<file path="src/rtl/oser_pattgen_if.sv">
// Word-load handshake between an external word source and oser_pattgen.
// The source drives data/valid; the generator drives ready as its load strobe.
interface oser_pattgen_if #(
    parameter int CH    = 2,
    parameter int RATIO = 4
) ();
    logic [CH*RATIO-1:0] data;
    logic                valid;
    logic                ready;

    modport master (output data, output valid, input ready);
    modport slave  (input data, input valid, output ready);
endinterface

</file>
<file path="src/rtl/oser_pattgen.sv">
// Multi-lane LSB-first serializer / test-pattern generator with bit and word strobes.
// Define OSER_PATTGEN_PRBS_EN to build the per-lane PRBS7 source; otherwise mode 2 falls back to ALT.
module oser_pattgen #(
    parameter int CH    = 2,
    parameter int RATIO = 4,
    parameter int DIV   = 8
) (
    input  logic          clk_i,
    input  logic          nrst_i,
    input  logic [1:0]    mode_i,
    oser_pattgen_if.slave bus,
    output logic [CH-1:0] q_o,
    output logic          fclk_o,
    output logic          pclk_o,
    output logic          underrun_o
);
    localparam int PW = (DIV > 1) ? $clog2(DIV) : 1;
    localparam int BW = $clog2(RATIO);
    localparam logic [PW-1:0] PRE_MAX = PW'(DIV - 1);
    localparam logic [BW-1:0] BC_MAX  = BW'(RATIO - 1);
    localparam logic [BW-1:0] BC_HALF = BW'(RATIO / 2);

    function automatic logic [RATIO-1:0] alt_word();
        logic [RATIO-1:0] w;
        for (int k = 0; k < RATIO; k++) begin
            w[k] = ((k % 2) == 0) ? 1'b1 : 1'b0;
        end
        return w;
    endfunction

`ifdef OSER_PATTGEN_PRBS_EN
    function automatic logic [6:0] prbs_step(input logic [6:0] s);
        return {s[5:0], s[6] ^ s[5]};
    endfunction

    // Word bit k is the feedback bit produced by step k.
    function automatic logic [RATIO-1:0] prbs_word(input logic [6:0] s);
        logic [RATIO-1:0] w;
        logic [6:0]       st;
        st = s;
        for (int k = 0; k < RATIO; k++) begin
            st   = prbs_step(st);
            w[k] = st[0];
        end
        return w;
    endfunction

    function automatic logic [6:0] prbs_adv(input logic [6:0] s);
        logic [6:0] st;
        st = s;
        for (int k = 0; k < RATIO; k++) begin
            st = prbs_step(st);
        end
        return st;
    endfunction

    logic [CH-1:0][6:0] lfsr_r;
`endif

    logic [PW-1:0]            pre_r;
    logic [BW-1:0]            bc_r;
    logic [BW-1:0]            bc_nxt_s;
    logic                     tick_s;
    logic                     load_s;
    logic [CH-1:0][RATIO-1:0] sr_r;
    logic [CH-1:0][RATIO-1:0] cnt_r;
    logic [CH-1:0][RATIO-1:0] word_s;
    logic                     fclk_r;
    logic                     pclk_r;
    logic                     underrun_r;

    assign tick_s    = (pre_r == PRE_MAX);
    assign load_s    = tick_s && (bc_r == BC_MAX);
    assign bus.ready = load_s && (mode_i == 2'd3);

    // Next bit index, wrapping at the end of each word.
    always_comb begin
        bc_nxt_s = bc_r;
        if (!tick_s) begin
            bc_nxt_s = bc_r;
        end else if (bc_r == BC_MAX) begin
            bc_nxt_s = {BW{1'b0}};
        end else begin
            bc_nxt_s = bc_r + BW'(1);
        end
    end

    // Word each lane would load in this cycle for the current mode.
    always_comb begin
        word_s = {(CH*RATIO){1'b0}};
        for (int c = 0; c < CH; c++) begin
            case (mode_i)
                2'd0: word_s[c] = alt_word();
                2'd1: word_s[c] = cnt_r[c];
`ifdef OSER_PATTGEN_PRBS_EN
                2'd2: word_s[c] = prbs_word(lfsr_r[c]);
`else
                2'd2: word_s[c] = alt_word();
`endif
                2'd3: word_s[c] = bus.valid ? bus.data[c*RATIO +: RATIO] : {RATIO{1'b0}};
                default: word_s[c] = alt_word();
            endcase
        end
    end

    // Prescaler and bit counter.
    always_ff @(posedge clk_i or negedge nrst_i) begin
        if (!nrst_i) begin
            pre_r <= {PW{1'b0}};
            bc_r  <= BC_MAX;
        end else begin
            pre_r <= tick_s ? {PW{1'b0}} : pre_r + PW'(1);
            bc_r  <= bc_nxt_s;
        end
    end

    // Lane shift registers: load on the word boundary, shift right on other ticks.
    always_ff @(posedge clk_i or negedge nrst_i) begin
        if (!nrst_i) begin
            sr_r <= {(CH*RATIO){1'b0}};
        end else if (load_s) begin
            sr_r <= word_s;
        end else if (tick_s) begin
            for (int c = 0; c < CH; c++) begin
                sr_r[c] <= {1'b0, sr_r[c][RATIO-1:1]};
            end
        end else begin
            sr_r <= sr_r;
        end
    end

    // Per-lane counters advance only on words loaded in COUNT mode.
    always_ff @(posedge clk_i or negedge nrst_i) begin
        if (!nrst_i) begin
            for (int c = 0; c < CH; c++) begin
                cnt_r[c] <= RATIO'(c);
            end
        end else if (load_s && (mode_i == 2'd1)) begin
            for (int c = 0; c < CH; c++) begin
                cnt_r[c] <= cnt_r[c] + RATIO'(1);
            end
        end else begin
            cnt_r <= cnt_r;
        end
    end

`ifdef OSER_PATTGEN_PRBS_EN
    // Per-lane LFSRs advance RATIO steps only on words loaded in PRBS7 mode.
    always_ff @(posedge clk_i or negedge nrst_i) begin
        if (!nrst_i) begin
            for (int c = 0; c < CH; c++) begin
                lfsr_r[c] <= 7'(c + 1);
            end
        end else if (load_s && (mode_i == 2'd2)) begin
            for (int c = 0; c < CH; c++) begin
                lfsr_r[c] <= prbs_adv(lfsr_r[c]);
            end
        end else begin
            lfsr_r <= lfsr_r;
        end
    end
`endif

    // Analyzer strobes and the sticky EXT underrun flag.
    always_ff @(posedge clk_i or negedge nrst_i) begin
        if (!nrst_i) begin
            fclk_r     <= 1'b0;
            pclk_r     <= 1'b0;
            underrun_r <= 1'b0;
        end else begin
            fclk_r <= tick_s ? ~fclk_r : fclk_r;
            pclk_r <= (bc_nxt_s < BC_HALF);
            if (load_s && (mode_i == 2'd3) && !bus.valid) begin
                underrun_r <= 1'b1;
            end else begin
                underrun_r <= underrun_r;
            end
        end
    end

    // Lane outputs are taken straight from shift-register bit 0.
    always_comb begin
        q_o = {CH{1'b0}};
        for (int c = 0; c < CH; c++) begin
            q_o[c] = sr_r[c][0];
        end
    end

    assign fclk_o     = fclk_r;
    assign pclk_o     = pclk_r;
    assign underrun_o = underrun_r;
endmodule

</file>
<file path="src/flat_wrapper.sv">
// flat-port wrapper written by rule: the top's interface ports become plain ports
module oser_pattgen_flat 
#(
    parameter int CH    = 2,
    parameter int RATIO = 4,
    parameter int DIV   = 8
)
  (clk_i, nrst_i, mode_i, q_o, fclk_o, pclk_o, underrun_o, bus_data, bus_valid, bus_ready);
  oser_pattgen_if #(.CH(CH), .RATIO(RATIO)) bus_i ();
  input  logic clk_i;
  input  logic nrst_i;
  input  logic [1:0] mode_i;
  output logic [CH-1:0] q_o;
  output logic fclk_o;
  output logic pclk_o;
  output logic underrun_o;
  input wire logic [$bits(bus_i.data)-1:0] bus_data;
  input wire logic [$bits(bus_i.valid)-1:0] bus_valid;
  output wire logic [$bits(bus_i.ready)-1:0] bus_ready;
  assign bus_i.data = bus_data;
  assign bus_i.valid = bus_valid;
  assign bus_ready = bus_i.ready;
  oser_pattgen #(.CH(CH), .RATIO(RATIO), .DIV(DIV)) u_core (.clk_i(clk_i), .nrst_i(nrst_i), .mode_i(mode_i), .bus(bus_i), .q_o(q_o), .fclk_o(fclk_o), .pclk_o(pclk_o), .underrun_o(underrun_o));
endmodule
</file>
<file path="config.mk">
export PLATFORM = sky130hd
export DESIGN_NAME = oser_pattgen_flat
export DESIGN_NICKNAME = d
export VERILOG_FILES = /design/src/rtl/oser_pattgen_if.sv /design/src/rtl/oser_pattgen.sv /design/src/flat_wrapper.sv
export SDC_FILE = /design/constraint.sdc
export NUM_CORES = 1
export LEC_CHECK = 0
export ABC_CLOCK_PERIOD_IN_PS = 1600
export BUFFER_PORTS_ARGS = -buffer_cell sky130_fd_sc_hd__buf_4
export CELL_PAD_IN_SITES_DETAIL_PLACEMENT = 1
export CELL_PAD_IN_SITES_GLOBAL_PLACEMENT = 2
export CORE_UTILIZATION = 33
export DETAILED_ROUTE_END_ITERATION = 10
export HOLD_SLACK_MARGIN = 0.03
export PLACE_DENSITY_LB_ADDON = 0.1
export SLEW_MARGIN = 20
export SYNTH_ARGS = -nofsm -noshare
export SYNTH_HDL_FRONTEND = slang
export SYNTH_SLANG_ARGS = --single-unit
</file>
<file path="constraint.sdc">
create_clock -name clk_i -period 1.6 [get_ports clk_i]
set_input_delay 0.08 -clock clk_i [delete_from_list [all_inputs] [get_ports clk_i]]
set_output_delay 0.08 -clock clk_i [all_outputs]
set_load 0.02 [all_outputs]
</file>
Word-level counts from Yosys, hierarchy flattened
Cells that the tools add are included.
Word-level totals
  output and inout bits: 6
  flip-flop bits (word level): 24
Operators by class
  magnitude comparators: 1
  bitwise operators: 1
  reduce and logical (&&, ||, !) cells: 8
  equal/unequal tests: 5
  multiplexer cells: 9
  $add $sub $neg: 4
Operators by type and width (count)
  4-bit case mux with 3 select lines: 2
  8-bit 2-to-1 mux: 2
  4-bit by 1-bit adder with 4-bit output (second input constant): 2
  4-bit 2-to-1 mux: 2
  2-bit == test (second input constant): 3
  1-bit logical AND: 4
  2-bit 2-to-1 mux: 2
  3-bit by 1-bit adder with 3-bit output (second input constant): 1
  3-bit == test (second input constant): 1
  3-bit 2-to-1 mux: 1
  2-bit by 1-bit adder with 2-bit output (second input constant): 1
  2-bit by 1-bit == test with 1-bit output (second input constant): 1
  2-bit zero test: 1
  2-bit less-than comparator (second input constant): 1
  2-bit nonzero test: 1
  2-bit OR reduction: 1
  1-bit zero test: 1
  1-bit inverter: 1

Longest topological paths before layout
Gate-level depths: netlist (run 1).
  depth after elaboration: 4
  gate-level depth with buffers: 7

Worst setup path before layout (run 1)
No wires, ideal clock.
  path kind: flip-flop to flip-flop
  from: register u_core.pre_r[0]
  to: register u_core.cnt_r[1] (netlist name)
  data required time: 1.475 ns
  buffers on the path: 2
  stages on the path, launching flop included: 7
  arrival: 1.493 ns
  path slack: -0.018 ns
  library setup time: 0.125 ns
  cells stage by stage: dfrtp_1 -> ha_1 -> ha_1 -> buf_4 -> and4b_1 -> buf_6 -> mux2_4
On the way
  cells in the longest elaborated chain, start to end: 3
Ends and longest elaborated chain
  from (decl): RTL line oser_pattgen.sv:60  | logic [PW-1:0] pre_r;
  from (signal assigned): RTL line oser_pattgen.sv:109  | pre_r <= {PW{1'b0}};
  from (signal assigned): RTL line oser_pattgen.sv:112  | pre_r <= tick_s ? {PW{1'b0}} : pre_r + PW'(1);
  3-bit == test: RTL line oser_pattgen.sv:72  | assign tick_s = (pre_r == PRE_MAX);
  1-bit logical AND: RTL line oser_pattgen.sv:73  | assign load_s = tick_s && (bc_r == BC_MAX);
  1-bit logical AND: RTL line oser_pattgen.sv:138  | end else if (load_s && (mode_i == 2'd1)) begin
  to (signal, indexed assignment): RTL line oser_pattgen.sv:136  | cnt_r[c] <= RATIO'(c);
  to (signal, indexed assignment): RTL line oser_pattgen.sv:140  | cnt_r[c] <= cnt_r[c] + RATIO'(1);
  to (signal assigned): RTL line oser_pattgen.sv:143  | cnt_r <= cnt_r;
  to (decl): RTL line oser_pattgen.sv:66  | logic [CH-1:0][RATIO-1:0] cnt_r;
Every way passes these cells.
A chain may end at the register's enable or synchronous reset.

Worst setup path in the final report (run 1)
  from: register u_core.pre_r[0]
  to: output bus_ready
On the way
  cells in the longest elaborated chain, start to end: 3
Ends and longest elaborated chain
  3-bit == test: RTL line oser_pattgen.sv:72
  1-bit logical AND: RTL line oser_pattgen.sv:73
  1-bit logical AND: RTL line oser_pattgen.sv:74  | assign bus.ready = load_s && (mode_i == 2'd3);
  to (decl): RTL line flat_wrapper.sv:19  | output wire logic [$bits(bus_i.ready)-1:0] bus_ready;
Every way passes these cells.

==> results of run 1 <==
## metrics by stage
stage / utilization [%] / instances / hold WS [ps] / area, µm²
after global placement: 40.2 / 166 / 1.50 / 1390
after global routing: 43.5 / 173 / 117 / 1510
after CTS: 42.5 / 172 / 94.0 / 1470
after floorplan: - / 108 / -216 / 1250
final: 43.5 / 173 / 98.5 / 1510
after detailed placement: 40.2 / 166 / 4.33 / 1390
## kinds of logic (layout without fill, tap and decap cells)
logic type	after synthesis	count (layout)	share of synthesized area, %
multiplexers	4	4	4.02
AO/OA/AOI/OAI	17	17	8.44
AND/OR/NAND/NOR	33	33	18.8
buffers and inverters	17	36	8.04
flip-flops	24	24	48.5
XOR/XNOR	7	7	6.13
adder cells (fa/ha/maj)	6	6	6.03
## cell usage after synthesis
cell                       instances  area share, %
sky130_fd_sc_hd__nand4_1           2            1.0
sky130_fd_sc_hd__dfrtp_1          21             42
sky130_fd_sc_hd__ha_1              6            6.0
sky130_fd_sc_hd__o21ai_0           4            1.6
sky130_fd_sc_hd__nand2b_1          1           0.50
sky130_fd_sc_hd__nand3_1           3            1.2
sky130_fd_sc_hd__xnor2_1           2            1.4
sky130_fd_sc_hd__buf_2             1           0.40
sky130_fd_sc_hd__mux2_4            2            2.4
sky130_fd_sc_hd__inv_1             8            2.4
sky130_fd_sc_hd__and4b_1           1           0.80
sky130_fd_sc_hd__nor3_1            4            1.6
sky130_fd_sc_hd__xor2_1            3            2.1
sky130_fd_sc_hd__and3_1            4            2.0
sky130_fd_sc_hd__clkbuf_2          1           0.40
sky130_fd_sc_hd__mux2i_1           2            1.6
sky130_fd_sc_hd__xnor2_2           2            2.6
sky130_fd_sc_hd__nor2b_1           1           0.50
sky130_fd_sc_hd__buf_4             3            1.8
sky130_fd_sc_hd__and2b_2           6            4.2
sky130_fd_sc_hd__nand4_4           2            3.4
sky130_fd_sc_hd__nand2_1           2           0.60
sky130_fd_sc_hd__clkbuf_1          1           0.30
sky130_fd_sc_hd__a31oi_1           2            1.0
sky130_fd_sc_hd__dfstp_2           3            6.3
sky130_fd_sc_hd__and2_1            1           0.50
sky130_fd_sc_hd__a21o_1            1           0.60
sky130_fd_sc_hd__o22ai_1           6            3.0
sky130_fd_sc_hd__buf_6             3            2.7
sky130_fd_sc_hd__nor2_1            5            1.5
sky130_fd_sc_hd__a221oi_1          2            1.4
sky130_fd_sc_hd__a21oi_1           2           0.80
sky130_fd_sc_hd__and3_4            1           0.90
## state kept, by name, summed over array words and instances (netlist names)
name,flops
u_core.cnt_r,8
u_core.sr_r,6
u_core.pre_r,3
u_core.bc_r,2
u_core.q_o,2
u_core.fclk_o,1
u_core.pclk_o,1
u_core.underrun_o,1
## repair_timing
item / CTS / global route
setup buffers: 1 / 1
resized for setup: 5 / 5
endpoints found under the hold margin: 24 / 0
setup endpoints to repair: 1 / 7
pin swaps: 2 / 3
hold buffers: 1 / 0
## path summary, 6_finish.rpt
check                      slack (ps)  cells after the start                end
max                                60                      5          bus_ready
max in group asynchronous        1060                      2    u_core.cnt_r[4]
max reg2reg                        80                      5    u_core.cnt_r[1]
min in group asynchronous         240                      2      u_core.q_o[0]
min reg2reg                       460                      1  u_core.underrun_o
min                               100                      3     u_core.sr_r[5]
## metal layers
layer	share of wire (%)	track usage, %
met5	0	0
met4	1.6	5.11
met3	3.0	2.90
met2	45	21.9
met1	50	21.2
## worst reg2reg max path, delay by kind of cell, from the launching register on
kind	cells	cell delay, ps
DFF	1	390
muxes	1	300
adders and majority gates	2	350
buffers and inverters	1	160
and+or+nand+nor	1	210
## cell type report
| cell class | count | area (µm²) |
|---|---|---|
| timing repair buffer | 24 | 190 |
| tap | 46 | 57.6 |
| clock buffer | 4 | 45.0 |
| fill | 390 | 1960 |
| inverter | 8 | 30.0 |
| sequential | 24 | 604 |
| multi-input combinational | 67 | 583 |
## report_power, final
part / internal, mW / total [mW] / switching, mW / leakage, nW
Clock: 0.178 / 0.370 / 0.192 / 0.0228
Sequential: 0.615 / 0.623 / 0.00747 / 0.313
Combinational: 0.0384 / 0.0793 / 0.0408 / 0.412
==> summary.txt, run 1 <==
Result of the run -> completed
Number of buffers created by CTS -> 3
Buffers & Inverters on Critical Path -> 1
Antenna Diode Count -> 0
Deepest level of the CTS H-tree -> 1
Number of endpoints with negative hold slack in the final report -> 0
Worst Tran Pin Value -> 318 ps
Final setup violation count -> 0
Yosys cell types -> 33
First-pass GRT wire length -> 4.53 mm
Share of cells above drive strength 1 -> 37.0%
Remaining antenna violation count after routing -> 0
Width of the chip -> 63.4 µm
Via count -> 840
Endpoint arrival time on the critical path -> 1460 ps
Syn_nets -> 127
Total DRC errors in the routed layout -> 0
DR vias/cell -> 4.86
Post-place setup slack -> 32.3 ps
Final worst setup slack -> 56.5 ps
Maximum fanout along the worst path -> 4
Worst path required time -> 1520 ps
Total power -> 1.07 mW
Clock transition at the registers of the reported paths -> 80 ps
Ordered list of cells on the worst path -> ha_4 > ha_4 > and2_4 > and3_4 > buf_6
Clk sink count -> 24
Max transition margin -> 78.8%
Initial antenna violation count -> 0
Clock tree buffer depth -> 2
Core outline area -> 3470 µm²
Via count of the first global-routing pass -> 887
Post-detailed-routing wire length -> 2.59 mm
Synth Cell Area -> 1240 µm²
Most common cell on crit path -> sky130_fd_sc_hd__ha_4
Max Clock Freq -> 648 MHz
Gate count after technology mapping -> 108
Cell at the root of the clock tree -> sky130_fd_sc_hd__clkbuf_8
Net count reported at finish -> 147
Crit path time final -> 1540 ps
FF-to-FF Start -> u_core.pre_r[0]
DR iter-0 viols -> 6
Total global routing track utilization -> 14.8%
RSZ-0062 raised after global routing -> no
Total grt overflow -> 0
Category of the critical setup timing path -> reg2out
Count of port buffers added during placement -> 18
Final setup TNS -> 0 ps
Largest net degree at the start of global routing -> 25
Initial core utilization -> 35.9%
Half-perimeter wire length after detailed placement -> 1.82 mm
Launch instance of the worst min-delay path -> bus_data[5]
Total die area -> 4020 µm²
Post-Syn Area per Cell -> 11.5 µm²
Skew final -> 3.97 ps
Max Cap Violations -> 0
Static Leak -> 0.748 nW
Commonest non-fill, non-tap cells in the layout -> 21 x sky130_fd_sc_hd__buf_4, 21 x sky130_fd_sc_hd__dfrtp_1, 8 x sky130_fd_sc_hd__inv_1
Flip-flop and latch count after synthesis -> 24
Total power density per cell area -> 710 nW/µm²
Clock tree from TritonCTS -> done
Delay of the slowest cell on the worst path -> 410 ps
Slew Limit Fails -> 0
Crit path max-delay family -> flip-flops
Tightest Hold Check Type -> in2reg
Clock insertion delay at the later pin of the skew report -> 270 ps
Seq/Total Area, Yosys -> 48.5%
Kind of start point of the critical path -> flip-flop
DRT Pass-1 Iters -> 3
Layout overhead on the synthesized area -> 21.3%
Cell with the largest stage delay on the worst path -> sky130_fd_sc_hd__dfrtp_1
Total I/O pin count -> 19
Average wire per cell in the routed design -> 15.0 µm
Worst voltage drop across the vdd grid -> 0.333 mV
Number of placement rows -> 21
Total of warnings raised by yosys -> 0
Critical Path End Type -> primary output
Final cycle utilization of the critical path -> 96.5%
First element of the critical path -> u_core.pre_r[0]
Final weighted congestion of routability-driven global placement -> 0.690
Die Y-Extent -> 63.4 µm
Note: power is estimated with default switching activity, not from simulation.
==> inputs of run 2 (changes only) <==
--- a/config.mk
+++ b/config.mk
@@ -5,7 +5,7 @@
 export SDC_FILE = /design/constraint.sdc
 export NUM_CORES = 1
 export LEC_CHECK = 0
-export ABC_CLOCK_PERIOD_IN_PS = 1600
+export ABC_CLOCK_PERIOD_IN_PS = 1400
 export BUFFER_PORTS_ARGS = -buffer_cell sky130_fd_sc_hd__buf_4
 export CELL_PAD_IN_SITES_DETAIL_PLACEMENT = 1
 export CELL_PAD_IN_SITES_GLOBAL_PLACEMENT = 2
==> constraint.sdc (replaced) <==
create_clock -name clk_i -period 1.4 [get_ports clk_i]
set_input_delay 0.07 -clock clk_i [delete_from_list [all_inputs] [get_ports clk_i]]
set_output_delay 0.07 -clock clk_i [all_outputs]
set_load 0.02 [all_outputs]
==> run 2 against run 1 <==
Compared with the run above:
- the flow now finishes with violations (setup timing)
- non-clock buffer count grew 9
- power rose by 20%
- sequential power increased by 14%
- die area stayed put
- wire length grew 5.7%
- cell area is 13% higher
- critical path depth down 1
- global-route usage grew 0.60 points
- sequential share of layout area down 4.6 points
- combinational power rose by 17%
- critical endpoint is now u_core.cnt_r[1]
- largest power group unchanged
- highest routed layer unchanged
==> summary.txt, run 2 (synthesized netlist as in run 1, its figures left out) <==
Result of the run -> finished, violations left
Violations in the final reports -> setup timing
Deepest level of the CTS H-tree -> 1
Launch instance of the worst min-delay path -> bus_data[1]
Slew Limit Fails -> 0
Max transition margin -> 79.3%
Post-detailed-routing wire length -> 2.74 mm
Global routing met2 resource utilization -> 24.1%
Share of cells above drive strength 1 -> 53.7%
Skew final -> 1.28 ps
Maximum fanout along the worst path -> 8
Final weighted congestion of routability-driven global placement -> 0.703
Via count -> 867
Max Cap Violations -> 0
Endpoint arrival time on the critical path -> 1710 ps
Count of port buffers added during placement -> 18
Cell with the largest stage delay on the worst path -> sky130_fd_sc_hd__dfstp_2
Total grt overflow -> 0
Clock transition at the registers of the reported paths -> 90 ps
Layout overhead on the synthesized area -> 36.9%
Crit path time final -> 1550 ps
Kind of start point of the critical path -> flip-flop
Worst Tran Pin Value -> 311 ps
Via count of the first global-routing pass -> 952
Delay of the slowest cell on the worst path -> 570 ps
Initial core utilization -> 35.9%
Largest net degree at the start of global routing -> 25
Reg-to-reg setup timing slack -> -150 ps
Highest-utilization routing layer at the global route stage -> met2
Clock tree buffer depth -> 2
Tightest Hold Check Type -> in2reg
Remaining antenna violation count after routing -> 0
DR iter-0 viols -> 26
Reg-to-Reg End -> u_core.cnt_r[1]
Core outline area -> 3470 µm²
Sequential cell area in the final layout -> 604 µm²
Final cycle utilization of the critical path -> 110%
Total die area -> 4020 µm²
Static Leak -> 0.858 nW
Max Clock Freq -> 646 MHz
Fill cell count -> 383
DR vias/cell -> 4.76
Number of endpoints with negative hold slack in the final report -> 0
Number of buffers created by CTS -> 3
Depth of the most critical reg-to-reg path -> 4
M3 GR Usage -> 2.17%
Total DRC errors in the routed layout -> 0
First-pass GRT wire length -> 4.76 mm
DRT Pass-1 Iters -> 3
Final standard cell count with taps included and fillers excluded -> 182
Tightest hold margin -> 86.3 ps
Total power density per cell area -> 756 nW/µm²
Die Y-Extent -> 63.4 µm
Half-perimeter wire length after detailed placement -> 1.91 mm
Register with the most flip-flops -> u_core.cnt_r
Hold Path End -> u_core.sr_r[1]
Width of the chip -> 63.4 µm
Total I/O pin count -> 19
Final worst setup slack -> -147 ps
Final setup violation count -> 12
Clock insertion delay at the later pin of the skew report -> 270 ps
Initial antenna violation count -> 0
Utilization of the core after routing -> 49.1%
Antenna Diode Count -> 0
Clock tree from TritonCTS -> done
Total power -> 1.29 mW
Net count reported at finish -> 156
Cell at the root of the clock tree -> sky130_fd_sc_hd__clkbuf_8
RSZ-0062 raised after global routing -> yes
Average wire per cell in the routed design -> 15.1 µm
Number of placement rows -> 21
Worst hold path depth -> 3
Design area -> 1700 µm²
Most frequent standard cell in the layout excluding fill and tap cells -> sky130_fd_sc_hd__buf_4
Category of the critical setup timing path -> reg2reg
Top flop regs -> u_core.cnt_r: 8 flops, u_core.sr_r: 6 flops, u_core.pre_r: 3 flops
Total area of multi-input combinational cells -> 676 µm²
Cells after DPL -> 171
Ordered list of cells on the worst path -> ha_4 > and4b_1 > buf_12 > mux2_4
FF-to-FF Start -> u_core.bc_r[1]
Met1 Usage GRT -> 21.6%
Cell area reported after detailed placement -> 1460 µm²
Flip-flop count of the largest register after layout -> 8
Critical Path End Type -> flip-flop
Total global routing track utilization -> 15.4%
Clk sink count -> 24
Commonest non-fill, non-tap cells in the layout -> 26 x sky130_fd_sc_hd__buf_4, 21 x sky130_fd_sc_hd__dfrtp_1, 8 x sky130_fd_sc_hd__inv_1
Worst voltage drop across the vdd grid -> 0.386 mV
Worst path required time -> 1560 ps
==> run 2: repair_timing <==
| item | in CTS | in global routing |
|---|---|---|
| hold endpoints to repair | 24 | 0 |
| setup buffers | 5 | 1 |
| gates resized for setup | 22 | 7 |
| hold buffers | 1 | 0 |
| pin swaps | 9 | 10 |
| setup endpoints to repair | 16 | 20 |
==> run 2: how the worst max path moves through the flow <==
stage,startpoint,to,slack (ps),cells past startpoint
2_1_floorplan,u_core.pre_r[0],u_core.cnt_r[1],-160,6
3_3_place_gp,u_core.bc_r[0],u_core.cnt_r[5],-130,4
3_5_place_dp,u_core.bc_r[0],u_core.sr_r[6],-140,5
4_1_cts,u_core.pre_r[0],bus_ready,-150,5
5_1_grt,u_core.pre_r[0],bus_ready,-170,5
6_report,u_core.bc_r[1],u_core.cnt_r[1],-150,4
==> run 2: cell type report <==
class,instances,share of cell area (%)
clock buffers,4,3.23
repair buffers,33,16.5
well taps,46,3.38
flip-flops and latches,24,35.5
multi-input cells,67,39.6
inverters,8,1.76
==> run 2: power breakdown <==
| part | leakage [nW] | switching (mW) | internal (mW) |
|---|---|---|---|
| combinational | 0.515 | 0.0484 | 0.0441 |
| sequential | 0.313 | 0.00919 | 0.703 |
| clock | 0.0288 | 0.231 | 0.252 |
==> run 2: metal layers <==
metal	wire, µm	up-vias
met4	38	0
met3	66	5
met2	1320	13
li1	-	426
met1	1320	423
met5	0	-
==> run 2: per-stage QoR <==
stage	setup TNS [ps]	setup WS, ps
2_1_floorplan	-622	-162
3_3_place_gp	-1020	-127
3_5_place_dp	-1370	-135
4_1_cts	-934	-150
5_1_grt	-1650	-174
6_report	-948	-147
==> run 2: worst max-delay path, delay by kind of cell (launching register included) <==
| kind | cells | cell delay (ps) |
|---|---|---|
| adders and majority gates | 1 | 160 |
| muxes | 1 | 300 |
| and+or+nand+nor | 1 | 260 |
| buffers and inverters | 1 | 150 |
| DFF | 1 | 570 |
